`src/rtl/double_minmax.sv`:
```
// Handshaked IEEE-754 double max/min (MODE=1 max, MODE=0 min), result always a bit copy of A or B.
// Optional macro DOUBLE_MINMAX_NAN_EN: any NaN operand yields the canonical quiet NaN.
module double_minmax #(
  parameter int MODE = 1
) (
  input  logic        clk,
  input  logic        rst,
  input  logic [63:0] input_a,
  input  logic        input_a_stb,
  output logic        input_a_ack,
  input  logic [63:0] input_b,
  input  logic        input_b_stb,
  output logic        input_b_ack,
  output logic [63:0] output_z,
  output logic        output_z_stb,
  input  logic        output_z_ack
);

  // state   | meaning
  // GET_A   | input_a_ack high, waiting for operand A
  // GET_B   | input_b_ack high, waiting for operand B
  // COMPARE | one cycle, result loaded into output_z
  // PUT_Z   | output_z_stb high until consumer acks
  typedef enum logic [1:0] {GET_A, GET_B, COMPARE, PUT_Z} state_t;

  generate
    if (MODE != 0 && MODE != 1) begin : g_bad_mode
      $error("double_minmax: MODE must be 0 or 1");
    end
  endgenerate

  state_t      state, state_nxt;
  logic [63:0] a, a_nxt, b, b_nxt, z_nxt;
  logic        a_ack_nxt, b_ack_nxt, z_stb_nxt;
  logic        a_gt, b_gt;
  logic [63:0] result;

  // Sign-magnitude ordering; +0/-0 fall out of the sign rule, equal values keep A.
  always_comb begin
    a_gt = 1'b0;
    b_gt = 1'b0;
    if (a[63] != b[63]) begin
      a_gt = ~a[63];
      b_gt = a[63];
    end else if (!a[63]) begin
      a_gt = a[62:0] > b[62:0];
      b_gt = b[62:0] > a[62:0];
    end else begin
      a_gt = a[62:0] < b[62:0];
      b_gt = b[62:0] < a[62:0];
    end
    if (MODE == 1) result = b_gt ? b : a;
    else           result = a_gt ? b : a;
`ifdef DOUBLE_MINMAX_NAN_EN
    if ((a[62:52] == 11'h7FF && a[51:0] != 52'd0) ||
        (b[62:52] == 11'h7FF && b[51:0] != 52'd0))
      result = 64'h7FF8000000000000;
`endif
  end

  always_comb begin
    state_nxt = state;
    a_nxt     = a;
    b_nxt     = b;
    z_nxt     = output_z;
    a_ack_nxt = 1'b0;
    b_ack_nxt = 1'b0;
    z_stb_nxt = 1'b0;
    case (state)
      GET_A: begin
        a_ack_nxt = 1'b1;
        if (input_a_ack && input_a_stb) begin
          a_nxt     = input_a;
          a_ack_nxt = 1'b0;
          b_ack_nxt = 1'b1;
          state_nxt = GET_B;
        end
      end
      GET_B: begin
        b_ack_nxt = 1'b1;
        if (input_b_ack && input_b_stb) begin
          b_nxt     = input_b;
          b_ack_nxt = 1'b0;
          state_nxt = COMPARE;
        end
      end
      COMPARE: begin
        z_nxt     = result;
        z_stb_nxt = 1'b1;
        state_nxt = PUT_Z;
      end
      PUT_Z: begin
        z_stb_nxt = 1'b1;
        if (output_z_stb && output_z_ack) begin
          z_stb_nxt = 1'b0;
          a_ack_nxt = 1'b1;
          state_nxt = GET_A;
        end
      end
      default: state_nxt = GET_A;
    endcase
  end

  always_ff @(posedge clk) begin
    if (rst) begin
      state        <= GET_A;
      a            <= 64'h0;
      b            <= 64'h0;
      output_z     <= 64'h0;
      input_a_ack  <= 1'b0;
      input_b_ack  <= 1'b0;
      output_z_stb <= 1'b0;
    end else begin
      state        <= state_nxt;
      a            <= a_nxt;
      b            <= b_nxt;
      output_z     <= z_nxt;
      input_a_ack  <= a_ack_nxt;
      input_b_ack  <= b_ack_nxt;
      output_z_stb <= z_stb_nxt;
    end
  end

endmodule

```
`config.mk`:
```
export PLATFORM = sky130hd
export DESIGN_NAME = double_minmax
export DESIGN_NICKNAME = d
export VERILOG_FILES = /design/src/rtl/double_minmax.sv
export SDC_FILE = /design/constraint.sdc
export NUM_CORES = 1
export LEC_CHECK = 0
export CORE_MARGIN = 3
export CORE_UTILIZATION = 46
export DETAILED_ROUTE_END_ITERATION = 7
export PLACE_DENSITY = 0.78
export SYNTH_ARGS = -nofsm -noshare
export SYNTH_HDL_FRONTEND = slang
export SYNTH_SLANG_ARGS = --single-unit
```
`constraint.sdc`:
```
create_clock -name clk -period 2.5 [get_ports clk]
set_input_delay 0.5 -clock clk [delete_from_list [all_inputs] [get_ports clk]]
set_output_delay 0.5 -clock clk [all_outputs]
set_load 0.02 [all_outputs]
```
# == Yosys cells after proc, flatten, opt, wreduce, memory -nomap -nowiden ==
# Cells that the tools add are included.
# word_totals
regBits,197
word_cells,38
# op_classes
n_lt_le_gt_ge,2
muxes,15
eq_ne,7
reduce_logical,7
# op_table
operator,count
$mux 64,1
$gt 63x63->1,1
$lt 63x63->1,1
$pmux 2 s4,1
$mux 1,7
$mux 2,3
$ne 2x2->1 const B,3
$pmux 1 s2,3
$eq 2x2->1 const B,2
$reduce_and 2->1,2
$logic_and 1x1->1,3
$reduce_and 3->1,1
$eq 2x1->1 const B,1
$logic_not 2->1,1
$ne 1x1->1,1

# == Longest topological paths before layout ==
# Gate-level depths: netlist of the first run.
# logic_depth
ltp_word,4
depth_mapped,13

# == Least setup slack after synthesis of the first run ==
# OpenSTA, ideal clock, no wires.
# synth_timing
path_kind,reg2reg
startpoint,register a[36]
endpoint,register output_z[49]
arrival_time_ns,2.603
path_slack_ns,-0.241
setup_time_ns,0.138
n_path_buf,3
stages_incl_launch_ff,14
path_cell_list,dfxtp_1 -> inv_1 -> ha_1 -> nand4_1 -> nor3_1 -> or4_1 -> a211o_1 -> a21oi_4 -> a21o_1 -> buf_6 -> a21o_1 -> buf_6 -> buf_12 -> a211oi_2
# synth_via
elab_chain_len,4
elab_cells_between_ends,5
cone_classes,order compare: 2; mux: 3
# synth_rtl
element,line,source
"start, declared",33,"logic [63:0] a, a_nxt, b, b_nxt, z_nxt;"
"start signal, assigned",115,a <= a_nxt;
$gt 63x63->1 / $lt 63x63->1 (equally long branches),"47, 50",
$mux 1 (*),45,end else if (!a[63]) begin
$mux 1 (*),42,if (a[63] != b[63]) begin
$mux 64 (*),52,if (MODE == 1) result = b_gt ? b : a;
"end signal, assigned",117,output_z <= z_nxt;
"end, declared",14,"output logic [63:0] output_z,"
# Every way passes the cells marked *; elsewhere a longest branch is shown, timed or not.
# A chain may end at the register's enable or synchronous reset.

# == Final worst setup path of the first run ==
# layout_timing
startpoint,register a[28]
endpoint,register output_z[31]
# Same word-level chain as after synthesis.

==> reports/metrics.yaml, run 1 <==
setup_path:
  setup.worst_path.class: "flop to flop"
  arrival_worst_endpoint_ns: 3.26
  crit_path_start_kind: "flop"
  critPathSlowestCell: "sky130_fd_sc_hd__dfxtp_2"
  worst_setup_end_kind: "flop"
  crit_path_cell_trace: "inv_2 -> ha_4 -> and4_4 -> nand4_1 -> nor4_4 -> a21boi_2 -> o21bai_2 -> buf_6 -> a21o_4 -> a21o_4 -> buf_12 -> buf_16 -> a211oi_2"
  worstPathRequired_ns: 2.85
  crit_fanout: 8
  timing.critical_path.slowest_cell_delay_ns: 0.33
  worst_path_most_repeated_cell: "sky130_fd_sc_hd__a21o_4"
status:
  failing_checks: "negative setup slack"
  run_status: "finished with violations"
die:
  num_rows: 54
  floorplan_die_height_um: 156.3
  core_region_area_um2: 22030
  top_level_ports: 200
  die_area_um2: 24440
  die_width_um: 156.3
  floorplan.initialDensity_pct: 47.19
cts:
  clock-sinks: 197
  cts_htree_levels: 4
  clock_tree_from_tritoncts: "yes"
  clock_tree.buffer_depth: 2
  worst_skew_pair.late_latency_ns: 0.44
  clock-root-buffer: "sky130_fd_sc_hd__clkbuf_16"
  worst_setup_hold_path_clk_slew_ns: 0.07
  cts_made_buffers: 17
detailed_routing:
  first_pass_iters: 7
  post-route-drc-count: 0
  detail_route.iter0.violations: 623
  detail_route.vias_per_cell: 5.653
  antenna_left: 0
  detailroute.via_count: 10070
  drt-total-wl_um: 34410
  route.detailed.wl_per_inst_um: 19.31
synthesis:
  dominant_register_cell_in_the_synthesized_netlist: "sky130_fd_sc_hd__dfxtp_1"
  post_synth_inst_count: 1187
  ys_seq_area_share_pct: 37.94
  syn-mean-instance-area_um2: 8.757
  postSynthRegisterBits: 197
  synth_area_um2: 10390
  synth_edf_count: 0
  netlist-cell-type-count: 47
  synth-warning-count: 0
  synth.net_count: 1389
  synth_async_sr_flop_share_pct: 0
timing:
  setup_viol_count_final: 63
  holdWs_ns: 0.4394
  timing.final.ws_setup_ns: -0.4116
  timing_hold_violations_final: 0
  finalMaxSlewViolations: 0
  timing.clock.skew_ns: 0.01469
  max_clock_freq_ghz: 0.3435
  max_slew_margin_pct: 25.45
  slew_of_the_pin_with_the_lowest_slew_margin_ns: 1.118
  post-route-min-period_ns: 2.912
  rsz0062_at_grt: "true"
  final.setup.tns_ns: -23.42
  post-route-period-util_pct: 116.5
finish:
  multi_input_comb_area_um2: 6400
  area_growth_from_synthesis_to_final_layout_pct: 47.26
  final_common_cell: "sky130_fd_sc_hd__nand2_1"
  layout_common_cells: "270 x sky130_fd_sc_hd__nand2_1, 198 x sky130_fd_sc_hd__clkdlybuf4s50_1, 187 x sky130_fd_sc_hd__dfxtp_1"
  fin_nets: 1691
  sequential_cell_area_um2: 3959
  design_area_um2: 15310
  diodes: 0
  drive_above_1_share_pct: 25.83
  instances_no_fill: 1782
  final_core_util_pct: 69.50
  num-fill-cells: 1581
grt:
  first_global_vias: 10260
  gr-usage-all-layers_pct: 26.98
  global_route.overflow_total: 0
  grt_antenna_before_repair: 0
  largest_net_degree_at_the_start_of_global_routing: 89
  grt_pass1_wl_um: 53050
pwr:
  leakage_nw: 5.781
  power.density_cell_area_nw_per_um2: 1103
  clock_power_share_pct: 17.4
  seq_power_share_pct: 23.5
  cell_internal_pwr_w: 0.009664
  combinationalPowerShare_pct: 59.1
  power_switching_w: 0.007214
  power.share.switching_pct: 42.74
  vdd_ir_drop_max_mv: 0.7926
run:
  cap_viol_max_count: 0
placed_design:
  dp_cell_count: 1726
  io_buffer_count: 199
  half_perimeter_wire_length_after_detailed_placement_um: 20900
  globalplace.congestion: 0.8357
  placedInstanceArea_um2: 13430
min_path:
  min_path_type: "input port to flop"
-- per-layer routing --
metal | global-route usage (%) | up-vias | wire [um] | share of wire [%]
li1 | - | 4768 | - | -
met2 | 45.84 | 448 | 16690 | 49
met4 | 11.05 | 0 | 1195 | 3.5
met5 | 0 | - | 0 | 0
met1 | 33.55 | 4771 | 14050 | 41
met3 | 5.337 | 87 | 2475 | 7.2
-- per-stage QoR --
stage / power, W / worst slack, ns
after floorplan: 0.008852 / -0.1337
after global placement: 0.01072 / -0.4578
after detailed placement: 0.01085 / -0.5299
after CTS: 0.01597 / -0.3623
after global routing: 0.01753 / -0.5218
final: 0.01688 / -0.4116
-- power by group through the flow --
stage,Sequential (W),Clock (W),Combinational (W)
after detailed placement,0.00400,0,0.00685
after floorplan,0.00430,0,0.00455
final,0.00396,0.00294,0.00998
after CTS,0.00394,0.00295,0.00908
after global routing,0.00400,0.00309,0.0104
after global placement,0.00399,0,0.00673
-- timing repair --
action,in CTS,in global routing
setup buffers,11,6
gates resized for setup,89,36
pin swaps,14,6
endpoints found under the setup margin,63,63
cloned,6,3
hold buffers,0,0
-- cell usage after synthesis (all sizes together) (2+ instances only) --
cell type / count / area, um2
o21ai: 12 / 60.06
dfxtp: 197 / 3944
dlygate4sd3: 8 / 80.08
nor2: 78 / 292.8
a2111oi: 63 / 676.9
a21boi: 3 / 26.27
buf: 29 / 296.5
a221oi: 3 / 26.28
a21o: 4 / 30.03
a211oi: 68 / 810.8
and3: 4 / 25.02
nor3: 4 / 20.02
o21bai: 64 / 484.2
nand2: 270 / 1013
nand4: 8 / 50.05
bufbuf: 3 / 97.59
ha: 69 / 863.3
and4: 4 / 35.03
clkbuf: 54 / 362.9
nand3: 9 / 45.04
mux2i: 2 / 20.02
inv: 67 / 251.5
a21oi: 152 / 787.0
-- critical path, delay by kind of cell (launching register included) --
| family | cells | cell delay, ns |
|---|---|---|
| AO/OA/AOI/OAI | 5 | 1.05 |
| AND/OR/NAND/NOR | 3 | 0.69 |
| buffers and inverters | 4 | 0.49 |
| adder cells (fa/ha/maj) | 1 | 0.27 |
| flip-flops | 1 | 0.33 |
-- layout make-up --
| cell class | instances | share of cell area, % |
|---|---|---|
| clock buffers | 22 | 3.171 |
| clock inverters | 10 | 0.9400 |
| inverters | 67 | 1.659 |
| multi-input cells | 829 | 41.81 |
| flip-flops and latches | 197 | 25.86 |
| well taps | 280 | 2.289 |
| repair buffers | 377 | 24.27 |
-- worst paths after layout --
check,startpoint,endpoint,slack [ns],cells after the start
setup reg to reg,a[28]$_SDFFE_PP0P_,output_z[31]$_SDFFE_PP0P_,-0.41,13
hold reg to reg,b[63]$_SDFFE_PP0P_,b[63]$_SDFFE_PP0P_,0.47,2
setup / recovery,a[28]$_SDFFE_PP0P_,output_z[31]$_SDFFE_PP0P_,-0.41,13
hold / removal,rst,a[7]$_SDFFE_PP0P_,0.44,2
-- cell families (layout without fill, tap and decap cells) --
kind of cell	Yosys count	after routing	synth area share (%)
DFF	197	197	37.94
buffers and inverters	162	476	10.56
and+or+nand+nor	383	383	14.70
AOI/OAI and AO/OA	374	375	28.31
adders and majority gates	69	69	8.305
muxes	2	2	0.1926
-- sequential cells by signal, summed over array words and instances, names as in the netlist --
register / flops
a: 64
b: 64
output_z: 64
state: 2
input_a_ack: 1
input_b_ack: 1
output_z_stb: 1
Power figures use the tool's default switching activity.
==> inputs of run 2 (changes only) <==
--- a/config.mk
+++ b/config.mk
@@ -5,9 +5,11 @@
 export SDC_FILE = /design/constraint.sdc
 export NUM_CORES = 1
 export LEC_CHECK = 0
+export CAP_MARGIN = 40
 export CORE_MARGIN = 3
 export CORE_UTILIZATION = 46
 export DETAILED_ROUTE_END_ITERATION = 7
+export MAX_ROUTING_LAYER = met4
 export PLACE_DENSITY = 0.78
 export SYNTH_ARGS = -nofsm -noshare
 export SYNTH_HDL_FRONTEND = slang
==> reports/metrics.yaml, run 2 (synthesis gave the netlist of run 1 again) <==
cts:
  cts_made_buffers: 17  # unchanged
  clock_tree_from_tritoncts: "yes"
  worst_setup_hold_path_clk_slew_ns: 0.07  # about the same
  cts_hold_buffers: 0  # unchanged
  cts_htree_levels: 4  # unchanged
  clock-sinks: 197  # unchanged
  clock_tree.buffer_depth: 2  # unchanged
  worst_skew_pair.late_latency_ns: 0.44  # about the same
  clock-root-buffer: "sky130_fd_sc_hd__clkbuf_16"
timing:
  max_clock_freq_ghz: 0.3382  # -1.5%
  setup_viol_count_final: 63  # unchanged
  max_slew_margin_pct: 23.68  # -1.8 points
  timing.clock.skew_ns: 0.01553  # +0.0008391 ns
  post-route-period-util_pct: 118.3  # +1.8 points
  rsz0062_at_grt: "true"
  post-route-min-period_ns: 2.957  # +0.04535 ns
  slew_of_the_pin_with_the_lowest_slew_margin_ns: 1.145  # +0.02644 ns
  finalMaxSlewViolations: 0  # unchanged
  timing_hold_violations_final: 0  # unchanged
  timing.final.ws_setup_ns: -0.4570  # -0.04535 ns
  holdWs_ns: 0.4394  # +0.00001100 ns
finish:
  sequential_cell_area_um2: 3959  # unchanged
  final_core_util_pct: 69.75  # +0.26 points
  diodes: 0  # unchanged
  final_common_cell: "sky130_fd_sc_hd__nand2_1"
  num-fill-cells: 1554  # -1.7%
  design_area_um2: 15360  # +0.37%
  fin_nets: 1690  # -0.059%
  drive_above_1_share_pct: 25.78  # -0.049 points
  multi_input_comb_area_um2: 6487  # +1.4%
  largest_regs: "a: 64 flops, b: 64 flops, output_z: 64 flops"
  layout_common_cells: "270 x sky130_fd_sc_hd__nand2_1, 198 x sky130_fd_sc_hd__clkdlybuf4s50_1, 187 x sky130_fd_sc_hd__dfxtp_1"
  area_growth_from_synthesis_to_final_layout_pct: 47.80
placed_design:
  placedInstanceArea_um2: 13430  # unchanged
  half_perimeter_wire_length_after_detailed_placement_um: 20900  # unchanged
  io_buffer_count: 199  # unchanged
  globalplace.congestion: 0.8486  # +1.5%
grt:
  grt_antenna_before_repair: 0  # unchanged
  first_global_vias: 10220  # -0.35%
  grt_use_met3_pct: 5.199  # -0.14 points
  largest_net_degree_at_the_start_of_global_routing: 89  # unchanged
  grt_util_met2_pct: 45.78  # -0.062 points
  global_route.overflow_total: 0  # unchanged
  global_route.usage.met1_pct: 34.03  # +0.48 points
  grt_pass1_wl_um: 53120  # +0.13%
  gr-usage-all-layers_pct: 27.88  # +0.90 points
  global_route.peak_usage_layer: "met2"
setup_path:
  worst_setup_end_kind: "flop"
  crit_path_start_kind: "flop"
  critical_path.n_buffers_inverters: 3  # -1
  worstPathRequired_ns: 2.85  # about the same
  critPathTopFamily: "compound AO/OA/AOI/OAI gates"
  arrival_worst_endpoint_ns: 3.31  # +0.05 ns
  critPathSlowestCell: "sky130_fd_sc_hd__buf_8"
  timing.critical_path.slowest_cell_delay_ns: 0.36  # +0.03 ns
  setup.worst_path.class: "flop to flop"
  crit_fanout: 20  # +12
  crit_path_cell_trace: "inv_2 -> ha_4 -> and4_4 -> nand4_1 -> nor4_4 -> a21boi_2 -> o21bai_2 -> buf_4 -> a21oi_4 -> buf_8 -> a2111oi_4 -> a211oi_2"
detailed_routing:
  drt-total-wl_um: 34920  # +1.5%
  first_pass_iters: 5  # -2
  antenna_left: 0  # unchanged
  detail_route.iter0.violations: 770  # +24%
  detailroute.via_count: 10010  # -0.62%
  route.detailed.wl_per_inst_um: 19.61  # +1.5%
  detail_route.vias_per_cell: 5.622  # -0.56%
  post-route-drc-count: 0  # unchanged
die:
  num_rows: 54  # unchanged
  floorplan_die_height_um: 156.3  # unchanged
  die_width_um: 156.3  # unchanged
  floorplan.initialDensity_pct: 47.19  # unchanged
  top_level_ports: 200  # unchanged
  core_region_area_um2: 22030  # unchanged
  die_area_um2: 24440  # unchanged
pwr:
  power.density_cell_area_nw_per_um2: 1103  # about the same
  vdd_ir_drop_max_mv: 0.8297  # +4.7%
  design_power_total_w: 0.01694  # +0.38%
  leakage_nw: 5.773  # -0.12%
status:
  run_status: "finished with violations"
  failing_checks: "negative setup slack"
min_path:
  min_path_type: "input port to flop"
run:
  cap_viol_max_count: 0  # unchanged
==> run 2: final cells by class <==
type                            count  share of cell area (%)
Timing Repair Buffer              376                   23.98
Clock buffer                       22                   3.160
Inverter                           67                   1.653
Clock inverter                     10                  0.9366
Multi-Input combinational cell    829                   42.23
Sequential cell                   197                   25.77
Tap cell                          280                   2.280
==> run 2: power by group <==
part	leakage (nW)	internal, W	total (W)	switching, W
logic	3.86	0.00429	0.0100	0.00574
clock network	0.310	0.00170	0.00296	0.00126
registers	1.60	0.00362	0.00396	0.000345
total	5.77	0.00960	0.0169	0.00734
==> run 2: metrics by stage <==
step	setup slack, ns	cells	TNS (ns)
4_1_cts	-0.3623	1775	-20.31
5_1_grt	-0.5414	1781	-29.99
6_report	-0.4570	1781	-24.45
2_1_floorplan	-0.1337	1187	-7.853
3_5_place_dp	-0.5299	1726	-27.39
3_3_place_gp	-0.4578	1726	-23.57
==> run 2: path summary, 6_finish.rpt <==
kind,from,endpoint,slack (ns),depth (start not counted)
setup / recovery,a[28]$_SDFFE_PP0P_,output_z[17]$_SDFFE_PP0P_,-0.46,12
hold / removal,rst,a[7]$_SDFFE_PP0P_,0.44,2
setup reg to reg,a[28]$_SDFFE_PP0P_,output_z[17]$_SDFFE_PP0P_,-0.46,12
hold reg to reg,b[63]$_SDFFE_PP0P_,b[63]$_SDFFE_PP0P_,0.47,2
==> run 2: repair_timing <==
item,CTS,global route
endpoints found under the setup margin,63,63
setup buffers,11,6
gates cloned,6,3
gates resized for setup,89,43
pin swaps,14,9
==> run 2: routing by layer <==
metal / routed length, um / share of wire [%]
met1: 14230 / 41
met2: 17010 / 49
met3: 2410 / 6.9
met4: 1274 / 3.6
met5: 0 / 0
==> inputs of run 3 (changes only) <==
--- a/config.mk
+++ b/config.mk
@@ -6,11 +6,13 @@
 export NUM_CORES = 1
 export LEC_CHECK = 0
 export CAP_MARGIN = 40
+export CELL_PAD_IN_SITES_DETAIL_PLACEMENT = 1
+export CELL_PAD_IN_SITES_GLOBAL_PLACEMENT = 1
 export CORE_MARGIN = 3
-export CORE_UTILIZATION = 46
+export CORE_UTILIZATION = 36
 export DETAILED_ROUTE_END_ITERATION = 7
 export MAX_ROUTING_LAYER = met4
-export PLACE_DENSITY = 0.78
+export PLACE_DENSITY = 0.81
 export SYNTH_ARGS = -nofsm -noshare
 export SYNTH_HDL_FRONTEND = slang
 export SYNTH_SLANG_ARGS = --single-unit
==> reports/metrics.yaml, run 3 (synthesis gave the netlist of run 1 again) <==
detailed_routing:
  drt-total-wl_um: 43340  # +24%
  first_pass_iters: 5  # unchanged
  detailroute.via_count: 10370  # +3.5%
  post-route-drc-count: 0  # unchanged
  detail_route.iter0.violations: 555  # -28%
  detail_route.vias_per_cell: 5.484  # -2.4%
  route.detailed.wl_per_inst_um: 22.93  # +17%
  antenna_left: 0  # unchanged
setup_path:
  worst-path-stages: 13  # +1
  worstPathRequired_ns: 2.83  # -0.02 ns
  rr_endpoint: "output_z[25]$_SDFFE_PP0P_"
  r2r.worst_path.cells: 13  # +1
  timing.critical_path.slowest_cell_delay_ns: 0.43  # +0.07 ns
  crit_path_start_kind: "flop"
  setup.worst_path.class: "flop to flop"
  worst_r2r_startpoint: "a[8]$_SDFFE_PP0P_"
  crit_fanout: 10  # -50%
  arrival_worst_endpoint_ns: 3.34  # +0.03 ns
  critPathSlowestCell: "sky130_fd_sc_hd__a2111oi_4"
  cp-startpoint: "a[8]$_SDFFE_PP0P_"
  critical_path.n_buffers_inverters: 4  # +1
  worst_setup_end_kind: "flop"
  crit_path_cell_trace: "inv_1 -> ha_1 -> a21oi_1 -> o21ai_0 -> a221oi_2 -> buf_4 -> a21boi_4 -> o21bai_4 -> a21oi_4 -> buf_6 -> buf_12 -> a2111oi_4 -> a211oi_2"
  r2r_setup_slack_ns: -0.51  # -0.05 ns
  critPathTopFamily: "compound AO/OA/AOI/OAI gates"
timing:
  max_slew_margin_pct: 37.91  # +14 points
  rsz0062_at_grt: "true"
  setup_viol_count_final: 63  # unchanged
  post-route-period-util_pct: 120.2  # +2.0 points
  timing.clock.skew_ns: 0.02261  # +0.007081 ns
  timing_hold_violations_final: 0  # unchanged
  slew_of_the_pin_with_the_lowest_slew_margin_ns: 0.9313  # -0.2134 ns
  finalMaxSlewViolations: 0  # unchanged
  timing.final.ws_setup_ns: -0.5059  # -0.04897 ns
  max_clock_freq_ghz: 0.3327  # -1.6%
  holdWs_ns: 0.4451  # +0.005726 ns
  final.setup.tns_ns: -27.88  # -3.429 ns
  post-route-min-period_ns: 3.006  # +0.04897 ns
cts:
  worst_setup_hold_path_clk_slew_ns: 0.08  # about the same
  cts_made_buffers: 17  # unchanged
  clock-root-buffer: "sky130_fd_sc_hd__clkbuf_16"
  cts_htree_levels: 4  # unchanged
  clock_tree_from_tritoncts: "yes"
  clock-sinks: 197  # unchanged
  cts_hold_buffers: 0  # unchanged
  clock_tree.buffer_depth: 2  # unchanged
  worst_skew_pair.late_latency_ns: 0.46  # +0.02 ns
grt:
  global_route.peak_usage_layer: "met2"
  grt_util_met2_pct: 47.02  # +1.2 points
  grt_use_met3_pct: 3.978  # -1.2 points
  global_route.overflow_total: 0  # unchanged
  grt_pass1_wl_um: 63080  # +19%
  largest_net_degree_at_the_start_of_global_routing: 67  # -25%
  gr-usage-all-layers_pct: 26.49  # -1.4 points
  grt_antenna_before_repair: 0  # unchanged
  first_global_vias: 11460  # +12%
  global_route.usage.met1_pct: 29.59  # -4.4 points
finish:
  layout_common_cells: "269 x sky130_fd_sc_hd__nand2_1, 198 x sky130_fd_sc_hd__clkdlybuf4s50_1, 170 x sky130_fd_sc_hd__dfxtp_1"
  area_growth_from_synthesis_to_final_layout_pct: 52.61
  multi_input_comb_area_um2: 6724  # +3.6%
  diodes: 0  # unchanged
  final_common_cell: "sky130_fd_sc_hd__nand2_1"
  sequential_cell_area_um2: 3980  # +0.54%
  largest_regs: "a: 64 flops, b: 64 flops, output_z: 64 flops"
  fin_nets: 1701  # +0.65%
  num-fill-cells: 3144  # +100%
  drive_above_1_share_pct: 28.37  # +2.6 points
run:
  cap_viol_max_count: 0  # unchanged
placed_design:
  io_buffer_count: 199  # unchanged
  half_perimeter_wire_length_after_detailed_placement_um: 25220  # +21%
  globalplace.congestion: 0.8038  # -5.3%
pwr:
  clock_power_share_pct: 17.0  # -0.5 points
  cell_internal_pwr_w: 0.009731  # +1.3%
  vdd_ir_drop_max_mv: 1.218  # +47%
  power_switching_w: 0.007917  # +7.9%
  leakage_nw: 5.881  # +1.9%
  seq_power_share_pct: 22.7  # -0.7 points
  power.density_cell_area_nw_per_um2: 1112  # +0.88%
  combinationalPowerShare_pct: 60.3  # +1.1 points
  design_power_total_w: 0.01765  # +4.2%
  power.share.switching_pct: 44.86  # +1.5 points
die:
  floorplan.initialDensity_pct: 37.01  # -10 points
  num_rows: 61  # +13%
  die_width_um: 175.9  # +13%
  top_level_ports: 200  # unchanged
  floorplan_die_height_um: 175.9  # +13%
  die_area_um2: 30950  # +27%
  core_region_area_um2: 28090  # +28%
min_path:
  worstHoldPathCells: 2  # unchanged
  min_from: "rst"
  whs_endpoint: "b[1]$_SDFFE_PP0P_"
  min_path_type: "input port to flop"
status:
  run_status: "finished with violations"
  failing_checks: "negative setup slack"
-- run 3: what timing repair did --
action	4_1_cts	5_1_grt
setup endpoints to repair	63	63
resized for setup	115	57
setup buffers	11	8
pin swaps	28	25
gates cloned	0	8
-- run 3: area by class of cell --
cell class,instances,share of cell area [%]
Clock inverter,14,1.081
Clock buffer,18,2.768
Tap cell,378,2.981
Multi-Input combinational cell,829,42.38
Timing Repair Buffer,387,24.09
Sequential cell,197,25.09
Inverter,67,1.601
-- run 3: per-layer routing --
layer / vias to the layer above / part of all wire [%]
li1: 4776 / -
met1: 5177 / 40
met2: 316 / 52
met3: 96 / 3.9
met4: 0 / 3.6
met5: - / 0
-- run 3: how the worst max path moves through the flow --
stage	slack, ns	end
2_1_floorplan	-0.13	output_z[59]$_SDFFE_PP0P_
3_3_place_gp	-0.35	output_z[61]$_SDFFE_PP0P_
3_5_place_dp	-0.51	output_z[60]$_SDFFE_PP0P_
4_1_cts	-0.31	output_z[1]$_SDFFE_PP0P_
5_1_grt	-0.58	output_z[26]$_SDFFE_PP0P_
6_report	-0.51	output_z[25]$_SDFFE_PP0P_
-- run 3: power by group through the flow --
stage                     clock (W)  combinational (W)  sequential (W)
after floorplan                   0            0.00455         0.00430
after CTS                   0.00297            0.00876         0.00398
after detailed placement          0            0.00737         0.00403
after global routing        0.00314             0.0111         0.00405
final                       0.00300             0.0106         0.00401
after global placement            0            0.00717         0.00400
-- run 3: metrics by stage --
stage	utilization, %	worst slack [ns]	instance area [um2]	std cells
4_1_cts	54.08	-0.3102	15190	1874
3_5_place_dp	48.80	-0.5124	13710	1832
5_1_grt	56.48	-0.5798	15860	1890
6_report	56.48	-0.5059	15860	1890
2_1_floorplan	-	-0.1337	10570	1187
3_3_place_gp	48.70	-0.3499	13680	1831
